### src/rtl/conv_window_buffer.sv
// Streaming K x K sliding-window generator: buffers K-1 image lines and emits one
// flattened window per kernel position fully inside the image, in raster order.
module conv_window_buffer #(
    parameter int unsigned D_WIDTH    = 8,
    parameter int unsigned KERNEL     = 3,
    parameter int unsigned IMG_WIDTH  = 28,
    parameter int unsigned IMG_HEIGHT = 28
) (
    input  logic                              clk,
    input  logic                              rst_n,
    input  logic                              in_valid,
    output logic                              in_ready,
    input  logic [D_WIDTH-1:0]                in_data,
    output logic                              out_valid,
    input  logic                              out_ready,
    output logic [D_WIDTH*KERNEL*KERNEL-1:0]  out_window,
    output logic                              out_last
);

    localparam int unsigned ColW = (IMG_WIDTH > 1) ? $clog2(IMG_WIDTH) : 1;
    localparam int unsigned RowW = (IMG_HEIGHT > 1) ? $clog2(IMG_HEIGHT) : 1;
    localparam int unsigned WinW = D_WIDTH * KERNEL * KERNEL;

    localparam logic [ColW-1:0] ColFirst = ColW'(KERNEL - 1);
    localparam logic [ColW-1:0] ColLast  = ColW'(IMG_WIDTH - 1);
    localparam logic [RowW-1:0] RowFirst = RowW'(KERNEL - 1);
    localparam logic [RowW-1:0] RowLast  = RowW'(IMG_HEIGHT - 1);

    logic [ColW-1:0] col_q, col_d;
    logic [RowW-1:0] row_q, row_d;
    logic            acc;
    logic            col_end;
    logic            row_end;
    logic            completing;

    logic [D_WIDTH-1:0] lb_q  [KERNEL-1][IMG_WIDTH];
    logic [D_WIDTH-1:0] win_q [KERNEL][KERNEL];
    logic [D_WIDTH-1:0] win_d [KERNEL][KERNEL];
    logic [WinW-1:0]    win_flat;

    logic            out_valid_q, out_valid_d;
    logic            out_last_q, out_last_d;
    logic [WinW-1:0] out_window_q, out_window_d;

    assign in_ready   = !out_valid_q || out_ready;
    assign acc        = in_valid && in_ready;
    assign col_end    = (col_q == ColLast);
    assign row_end    = (row_q == RowLast);
    // Edge positions whose window would still contain stale buffer data never complete.
    assign completing = (row_q >= RowFirst) && (col_q >= ColFirst);

    assign out_valid  = out_valid_q;
    assign out_last   = out_last_q;
    assign out_window = out_window_q;

    always_comb begin
        col_d = col_q;
        row_d = row_q;
        if (acc) begin
            if (col_end) begin
                col_d = '0;
                row_d = row_end ? '0 : row_q + 1'b1;
            end else begin
                col_d = col_q + 1'b1;
            end
        end
    end

    // Shift left; the new right column takes pre-update line buffer taps plus the live pixel.
    always_comb begin
        for (int r = 0; r < int'(KERNEL); r++) begin
            for (int c = 0; c < int'(KERNEL) - 1; c++) begin
                win_d[r][c] = win_q[r][c+1];
            end
        end
        for (int r = 0; r < int'(KERNEL) - 1; r++) begin
            win_d[r][KERNEL-1] = lb_q[r][col_q];
        end
        win_d[KERNEL-1][KERNEL-1] = in_data;
    end

    always_comb begin
        win_flat = '0;
        for (int r = 0; r < int'(KERNEL); r++) begin
            for (int c = 0; c < int'(KERNEL); c++) begin
                win_flat[D_WIDTH*(r*int'(KERNEL)+c) +: D_WIDTH] = win_d[r][c];
            end
        end
    end

    always_comb begin
        out_valid_d  = out_valid_q;
        out_last_d   = out_last_q;
        out_window_d = out_window_q;
        if (acc && completing) begin
            out_valid_d  = 1'b1;
            out_window_d = win_flat;
            out_last_d   = row_end && col_end;
        end else if (out_ready) begin
            out_valid_d = 1'b0;
        end
    end

    always_ff @(posedge clk or negedge rst_n) begin
        if (!rst_n) begin
            col_q        <= '0;
            row_q        <= '0;
            out_valid_q  <= 1'b0;
            out_last_q   <= 1'b0;
            out_window_q <= '0;
        end else begin
            col_q        <= col_d;
            row_q        <= row_d;
            out_valid_q  <= out_valid_d;
            out_last_q   <= out_last_d;
            out_window_q <= out_window_d;
        end
    end

    // Pixel storage is never read before being written within a frame, so it needs no reset.
    always_ff @(posedge clk) begin
        if (acc) begin
            for (int j = 0; j < int'(KERNEL) - 2; j++) begin
                lb_q[j][col_q] <= lb_q[j+1][col_q];
            end
            lb_q[KERNEL-2][col_q] <= in_data;
            win_q <= win_d;
        end
    end

endmodule

### config.mk
export PLATFORM = sky130hd
export DESIGN_NAME = conv_window_buffer
export DESIGN_NICKNAME = d
export VERILOG_FILES = /design/src/rtl/conv_window_buffer.sv
export SDC_FILE = /design/constraint.sdc
export NUM_CORES = 1
export LEC_CHECK = 0
export ABC_CLOCK_PERIOD_IN_PS = 5400
export CORE_MARGIN = 3
export CORE_UTILIZATION = 39
export DETAILED_ROUTE_END_ITERATION = 10
export SYNTH_ARGS = -nofsm -noshare
export SYNTH_HDL_FRONTEND = slang
export SYNTH_SLANG_ARGS = --single-unit
### constraint.sdc
create_clock -name clk -period 5.4 [get_ports clk]
set_clock_uncertainty 0.1 [all_clocks]
set_input_delay 1.08 -clock clk [delete_from_list [all_inputs] [get_ports clk]]
set_output_delay 1.08 -clock clk [all_outputs]
set_load 0.03 [all_outputs]
Yosys cells after proc, flatten, opt, wreduce, memory -nomap -nowiden. Memory sizes are Yosys's and may differ from the RTL's. Cells that the tools add are included.

Register bits: 132. Bits in writable memories: 448. Input port bits: 12. Output and inout port bits: 75. Word-level logic and storage cells: 44. Memories: 1.

Add/sub/neg operators: 2. $lt $le $gt $ge: 4. Eq/ne operators: 2. Multiplexer cells: 14. Bitwise logic cells: 1. Reductions and logical operators: 9.

Memory list: lb_q (depth 2, width 224, read ports 2, clocked after Yosys merged registers in 0, wr ports 2, RTL line 36) `logic [D_WIDTH-1:0] lb_q [KERNEL-1][IMG_WIDTH];`.

Operators with widths (number): $mux W224 (1); $bmux W8 S5 (2); $demux W8 S5 (1); $mux W8 (5); $add A5 B1 Y5 const B (2); $eq A5 B5 Y1 const B (2); $ge A5 B2 Y1 const B (2); $mux W5 (2); $ge A6 B6 Y1 const B (1); $lt A6 B1 Y1 const B (1); $not A5 Y6 (1); $logic_and A1 B1 Y1 (5); $mux W1 (3); $reduce_and A2 Y1 (1); $reduce_bool A2 Y1 (1); $logic_not A1 Y1 (1); $logic_or A1 B1 Y1 (1).

Depth between registers and ports, before layout. Gate-level depths: netlist of the first run.

Depth in word-level cells: 6. Mapped depth: 12.

Least setup slack after synthesis of the first run. No wires, ideal clock.

Path kind: input port to flip-flop. From: input port out_ready. To: memory lb_q[0][100] (netlist name) (enable). Setup time: 390 ps. Arrival time: 4440 ps. Required time: 4910 ps. Setup slack: 469 ps. Cell stages on the path: 6. Path through: nand2b_1 > nand2_1 > inv_1 > clkbuf_1 > nand2_1 > nor2_1.

RTL lines: start: declaration (RTL line 15) `input logic out_ready,`; end: declaration (RTL line 36).

==> qor.csv, run 1 <==
stage,metric,value,unit
outcome,status,completed,
sta,max-slew-margin-rel,20.0,%
worst_hold_path,hold_path_class,primary input to asynchronous set/reset pin,
floorplanning,die_w,244,um
grt,grt_pass1_wl,77900,um
sta,fmax,264,MHz
power,powerDensity,594,nW/um2
cts,clk-insertion-delay-late,0.63,ns
synth,syn_nets,1305,
floorplanning,pin_count,87,
synth,synth_flop_cell,edfxtp_1,
grt,globalRouteOverflowTotal,0,
power,p_sw,0.00530,W
floorplanning,fp.dieH,244,um
cts,cts.sinks,580,
layout,fillCellCount,4726,
route,totalWireLength,52600,um
synth,yosysWarningCount,0,
route,drc_errors,0,
synth,yosysUniqueCellTypes,54,
route,num_vias,11796,
synth,synth-edff-count,496,
layout,fin_area,25900,um2
layout,finalNonFillerCells,2221,
power,p_comb_share,31.3,%
cts,cts_tree,done,
sta,setup_viol,0,
floorplanning,start_util,39.9,%
grt,grt_pass1_vias,11774,
cts,cts_inserted_buffers,59,
grt,antenna_found_initial,1,
place,place_hpwl,32700,um
power,leakagePower,9.11,nW
cts,cts_resized,0,
sta,worstMarginPinSlew,1.20,ns
synth,avgSynthCellArea,17.2,um2
sta,period_minus_slack,3.79,ns
job,cap_violations,0,
grt,grt.total_usage,17.6,%
floorplanning,die_area,59800,um2
grt,grt_max_degree,71,
power,power,0.0154,W
power,p_clk_share,25.0,%
cts,htree_num_levels,2,
synth,synth_area,22200,um2
place,dp_cells,2111,
layout,final_common_cell,edfxtp_1,
synth,synthCells,1287,
cts,cts_root_buffer,clkbuf_16,
sta,rsz0062_at_grt,false,
critical_path,path_class,flip-flop to flip-flop,
floorplanning,num_rows,86,
power,seqPwrFrac,43.8,%
critical_path,startpoint_type,flip-flop,
sta,timing.final.crit_share,70.2,%
place,placement.io_buffers,86,
sta,fin_tns_setup,0,ns
synth,ys_seq_elements,580,
layout,layout.nets,1442,
route,drt_iter0_markers,995,
critical_path,cp-end-kind,flip-flop,
route,wl_per_cell,23.7,um
route,drtAntennaViolNets,0,
route,via_per_inst,5.31,
place,detailed_place.area,24100,um2
synth,synth_seq_area_share,76.6,%
synth,async_flop_share,14.5,%
floorplanning,core,55600,um2
cts,cts_setup_buffers,0,
layout,layout_common_cells,"edfxtp_1, nand2_1, mux2i_1",
power,ir_drop,316,uV
power,p_int,0.0101,W
critical_path,worst_ep_arrival_time,4.03,ns
critical_path,cp.required,5.64,ns
cts,clk_pin_slew,0.06,ns
layout,layout-drive-gt1-share,14.8,%
route,drt_pass1_iterations,5,
layout,num_antenna_cells,0,
critical_path,critPathMaxFanout,51,
sta,finalHoldViolations,0,
power,switching_share,34.4,%
sta,report.final.slew_viol_count,0,
place,place_congestion,0.848,
cts,cts-hold-fix-buffers,0,
cts,cts_max_path_buffers,3,
layout,area_growth,17.0,%
power groups by stage:
stage               logic (W)  clock network (W)  registers [W]
floorplan             0.00259                  0        0.00706
global placement      0.00480                  0        0.00683
detailed placement    0.00487                  0        0.00685
CTS                   0.00488            0.00393        0.00676
global route          0.00514            0.00412        0.00683
finish                0.00482            0.00385        0.00674
metal layers:
layer | part of all wire [%] | wire, um | up-vias | track usage (%)
li1 | - | - | 5233 | -
met1 | 43 | 22700 | 6086 | 24.3
met2 | 48 | 25200 | 386 | 28.7
met3 | 6.7 | 3510 | 91 | 3.40
met4 | 2.4 | 1270 | 0 | 4.76
met5 | 0 | 0 | - | 0
sequential cells by signal, indices dropped and copies added (netlist names):
signal      count
lb_q          448
out_window     72
win_d          48
col_q           5
row_q           5
out_last        1
out_valid       1
critical path, cell delays in order (launching register included):
cell and delay [ns]:
dfrtp_4 0.93, nand4bb_1 0.59, o22ai_1 0.22, a211oi_1 0.37, nand3_1 0.80, buf_4 0.46
layout make-up:
cell class                 instances  area (um2)  share of cell area, %
clock buffer                      77        1590                   6.14
clock inverter                    33         259                  0.998
inverter                           7        26.3                  0.101
multi-input combinational        635        4820                   18.6
sequential                       580       17000                   65.5
tap                              748         936                   3.61
timing repair buffer             141        1310                   5.04
synth_stat cells (all sizes together), types with 2 or more instances:
library cell / instances / area, um2
nor2b: 9 / 56.3
clkbuf: 13 / 51.3
nor3: 9 / 50.1
nand3b: 2 / 15.0
or3b: 2 / 17.5
ha: 6 / 75.1
or3: 4 / 25.0
nand3: 34 / 175
o21ai: 5 / 25.0
nand4bb: 2 / 22.5
or4: 4 / 30.0
mux2: 16 / 188
nor4: 3 / 18.8
o22ai: 34 / 213
dfrtp: 84 / 2100
or4bb: 3 / 33.8
a2111oi: 2 / 17.5
mux2i: 126 / 1260
inv: 7 / 26.3
edfxtp: 496 / 14900
nand4b: 4 / 35.0
nor2: 42 / 160
and2: 2 / 12.5
mux4: 46 / 1040
a211oi: 12 / 90.1
a22oi: 29 / 223
a31oi: 4 / 25.0
nand2b: 6 / 37.5
buf: 52 / 305
or2: 2 / 12.5
o211ai: 3 / 22.5
a21oi: 10 / 50.1
nand2: 199 / 747
o221ai: 2 / 17.5
or4b: 2 / 20.0
a21o: 2 / 15.0
o31ai: 2 / 15.0
kinds of logic after synthesis:
| family | count (synthesis) | share of synthesized area, % |
|---|---|---|
| and+or+nand+nor | 332 | 6.71 |
| muxes | 188 | 11.2 |
| AOI/OAI and AO/OA | 108 | 3.33 |
| buffers and inverters | 72 | 1.73 |
| DFF | 580 | 76.6 |
| xor gates and xnor gates | 1 | 0.0395 |
| adders and majority gates | 6 | 0.339 |
final timing paths:
| path | from | endpoint | slack [ns] | depth (start not counted) |
|---|---|---|---|---|
| max in group asynchronous | rst_n | out_window[40] | 3.80 | 2 |
| min reg2reg | win_d[65] | out_window[1] | 0.33 | 2 |
| max reg2reg | col_q[0] | lb_q[0][5] | 1.61 | 5 |
| max | col_q[0] | lb_q[0][5] | 1.61 | 5 |
| min in group clk | win_d[65] | out_window[1] | 0.33 | 2 |
| min | rst_n | col_q[1] | 0.30 | 1 |
through the flow:
step                      setup slack (ns)  utilization [%]  hold slack [ns]
after floorplan                      0.469                -            0.315
after global placement                1.58             43.3            0.318
after detailed placement              1.60             43.3            0.325
after CTS                             1.57             46.6            0.281
after global routing                  1.38             46.6            0.302
final                                 1.61             46.6            0.301
No activity file was read; power rests on OpenSTA's default activity.
==> inputs of run 2 (changes only) <==
--- a/config.mk
+++ b/config.mk
@@ -5,7 +5,7 @@
 export SDC_FILE = /design/constraint.sdc
 export NUM_CORES = 1
 export LEC_CHECK = 0
-export ABC_CLOCK_PERIOD_IN_PS = 5400
+export ABC_CLOCK_PERIOD_IN_PS = 4000
 export CORE_MARGIN = 3
 export CORE_UTILIZATION = 39
 export DETAILED_ROUTE_END_ITERATION = 10
==> constraint.sdc (replaced) <==
create_clock -name clk -period 4 [get_ports clk]
set_clock_uncertainty 0.1 [all_clocks]
set_input_delay 0.8 -clock clk [delete_from_list [all_inputs] [get_ports clk]]
set_output_delay 0.8 -clock clk [all_outputs]
set_load 0.03 [all_outputs]
==> qor.csv, run 2 (synthesized netlist as in run 1, its figures left out) <==
stage,metric,value,unit
sta,rsz0062_at_grt,false,
grt,grt_max_degree,71,
route,totalWireLength,53200,um
cts,htree_num_levels,2,
floorplanning,start_util,39.9,%
place,place_ws,0.626,ns
floorplanning,fp.dieH,244,um
power,powerDensity,803,nW/um2
layout,num_antenna_cells,0,
grt,globalRouteOverflowTotal,0,
critical_path,critPathMaxFanout,62,
route,drc_errors,0,
layout,largest_reg_flops,448,
route,num_vias,11899,
critical_path,path_class,flip-flop to flip-flop,
cts,cts-hold-fix-buffers,0,
place,placement.io_buffers,86,
cts,cts_setup_buffers,0,
critical_path,reg2reg_depth,5,
layout,area_growth,17.8,%
cts,cts_resized,0,
critical_path,r2r_start,col_q[4],
route,drt_iter0_markers,1092,
floorplanning,die_w,244,um
place,place_congestion,0.847,
route,drtAntennaViolNets,0,
layout,regMostFlops,lb_q,
floorplanning,die_area,59800,um2
critical_path,cp-end-kind,flip-flop,
power,ir_drop,487,uV
layout,layout-drive-gt1-share,15.9,%
critical_path,r2r_slack,0.64,ns
grt,grt_pass1_vias,11857,
layout,layout.nets,1464,
cts,clk-insertion-delay-late,0.62,ns
floorplanning,pin_count,87,
route,via_per_inst,5.31,
layout,final_common_cell,edfxtp_1,
cts,cts_inserted_buffers,57,
grt,antenna_found_initial,1,
job,cap_violations,0,
sta,fin_tns_setup,0,ns
cts,cts.sinks,580,
sta,final.setup.worst_slack,0.636,ns
cts,clk_pin_slew,0.06,ns
power,power,0.0210,W
layout,layout_common_cells,"edfxtp_1, nand2_1, mux2i_1",
floorplanning,core,55600,um2
sta,hold_ws,0.220,ns
grt,grt.total_usage,17.8,%
sta,period_minus_slack,3.36,ns
route,drt_pass1_iterations,6,
sta,setup_viol,0,
power,leakagePower,9.21,nW
sta,report.final.slew_viol_count,0,
layout,final_util,47.0,%
place,place_hpwl,33400,um
cts,cts_max_path_buffers,3,
critical_path,startpoint_type,flip-flop,
critical_path,cp.required,4.41,ns
critical_path,worst_ep_arrival_time,3.78,ns
sta,fmax,297,MHz
floorplanning,num_rows,86,
outcome,status,completed,
sta,timing.final.crit_share,84.1,%
sta,finalHoldViolations,0,
route,wl_per_cell,23.7,um
critical_path,r2r-end,out_window[17],
cts,cts_root_buffer,clkbuf_16,
worst_hold_path,hold_path_class,primary input to asynchronous set/reset pin,
cts,cts_tree,done,
sta,max-slew-margin-rel,21.5,%
sta,worstMarginPinSlew,1.18,ns
grt,grt_pass1_wl,78400,um
[run 2: how the worst max path moves through the flow]
stage,to,depth (start not counted),slack [ns],start
6_report,out_window[17],5,0.64,col_q[4]
5_1_grt,out_last,6,0.39,col_q[0]
4_1_cts,out_last,6,0.63,col_q[0]
3_5_place_dp,out_window[17],6,0.63,col_q[0]
3_3_place_gp,out_window[17],6,0.65,col_q[0]
2_1_floorplan,lb_q[0][100],6,0.29,out_ready
[run 2: cell type report]
type,count,area [um2]
clock buffers,69,1470
clock inverters,37,272
fillers,4713,29500
inverters,7,26.3
multi-input cells,635,4820
flip-flops and latches,580,17000
well taps,748,936
repair buffers,165,1600
[run 2: critical path: stages, from the launching register on]
cell	delay [ns]
dfrtp_1	0.78
or3_1	0.63
nor3_1	0.49
or3_2	1.01
nand2_1	0.12
o31ai_1	0.11
[run 2: where the power goes]
| part | leakage [nW] | internal [W] | switching [W] |
|---|---|---|---|
| Clock | 0.855 | 0.00281 | 0.00220 |
| Combinational | 2.79 | 0.00252 | 0.00448 |
| Sequential | 5.57 | 0.00843 | 0.000535 |
[run 2: metrics by stage]
step	instances	area, um2
global placement	2135	24400
global route	2241	26100
finish	2241	26100
floorplan	1287	22200
detailed placement	2135	24400
CTS	2241	26100
[run 2: metal layers]
metal / global-route usage (%) / vias to the layer above / part of all wire [%]
met3: 3.62 / 97 / 7.2
met2: 28.2 / 455 / 47
li1: - / 5280 / -
met4: 6.36 / 2 / 3.6
met5: 0 / - / 0.024
met1: 24.6 / 6065 / 42
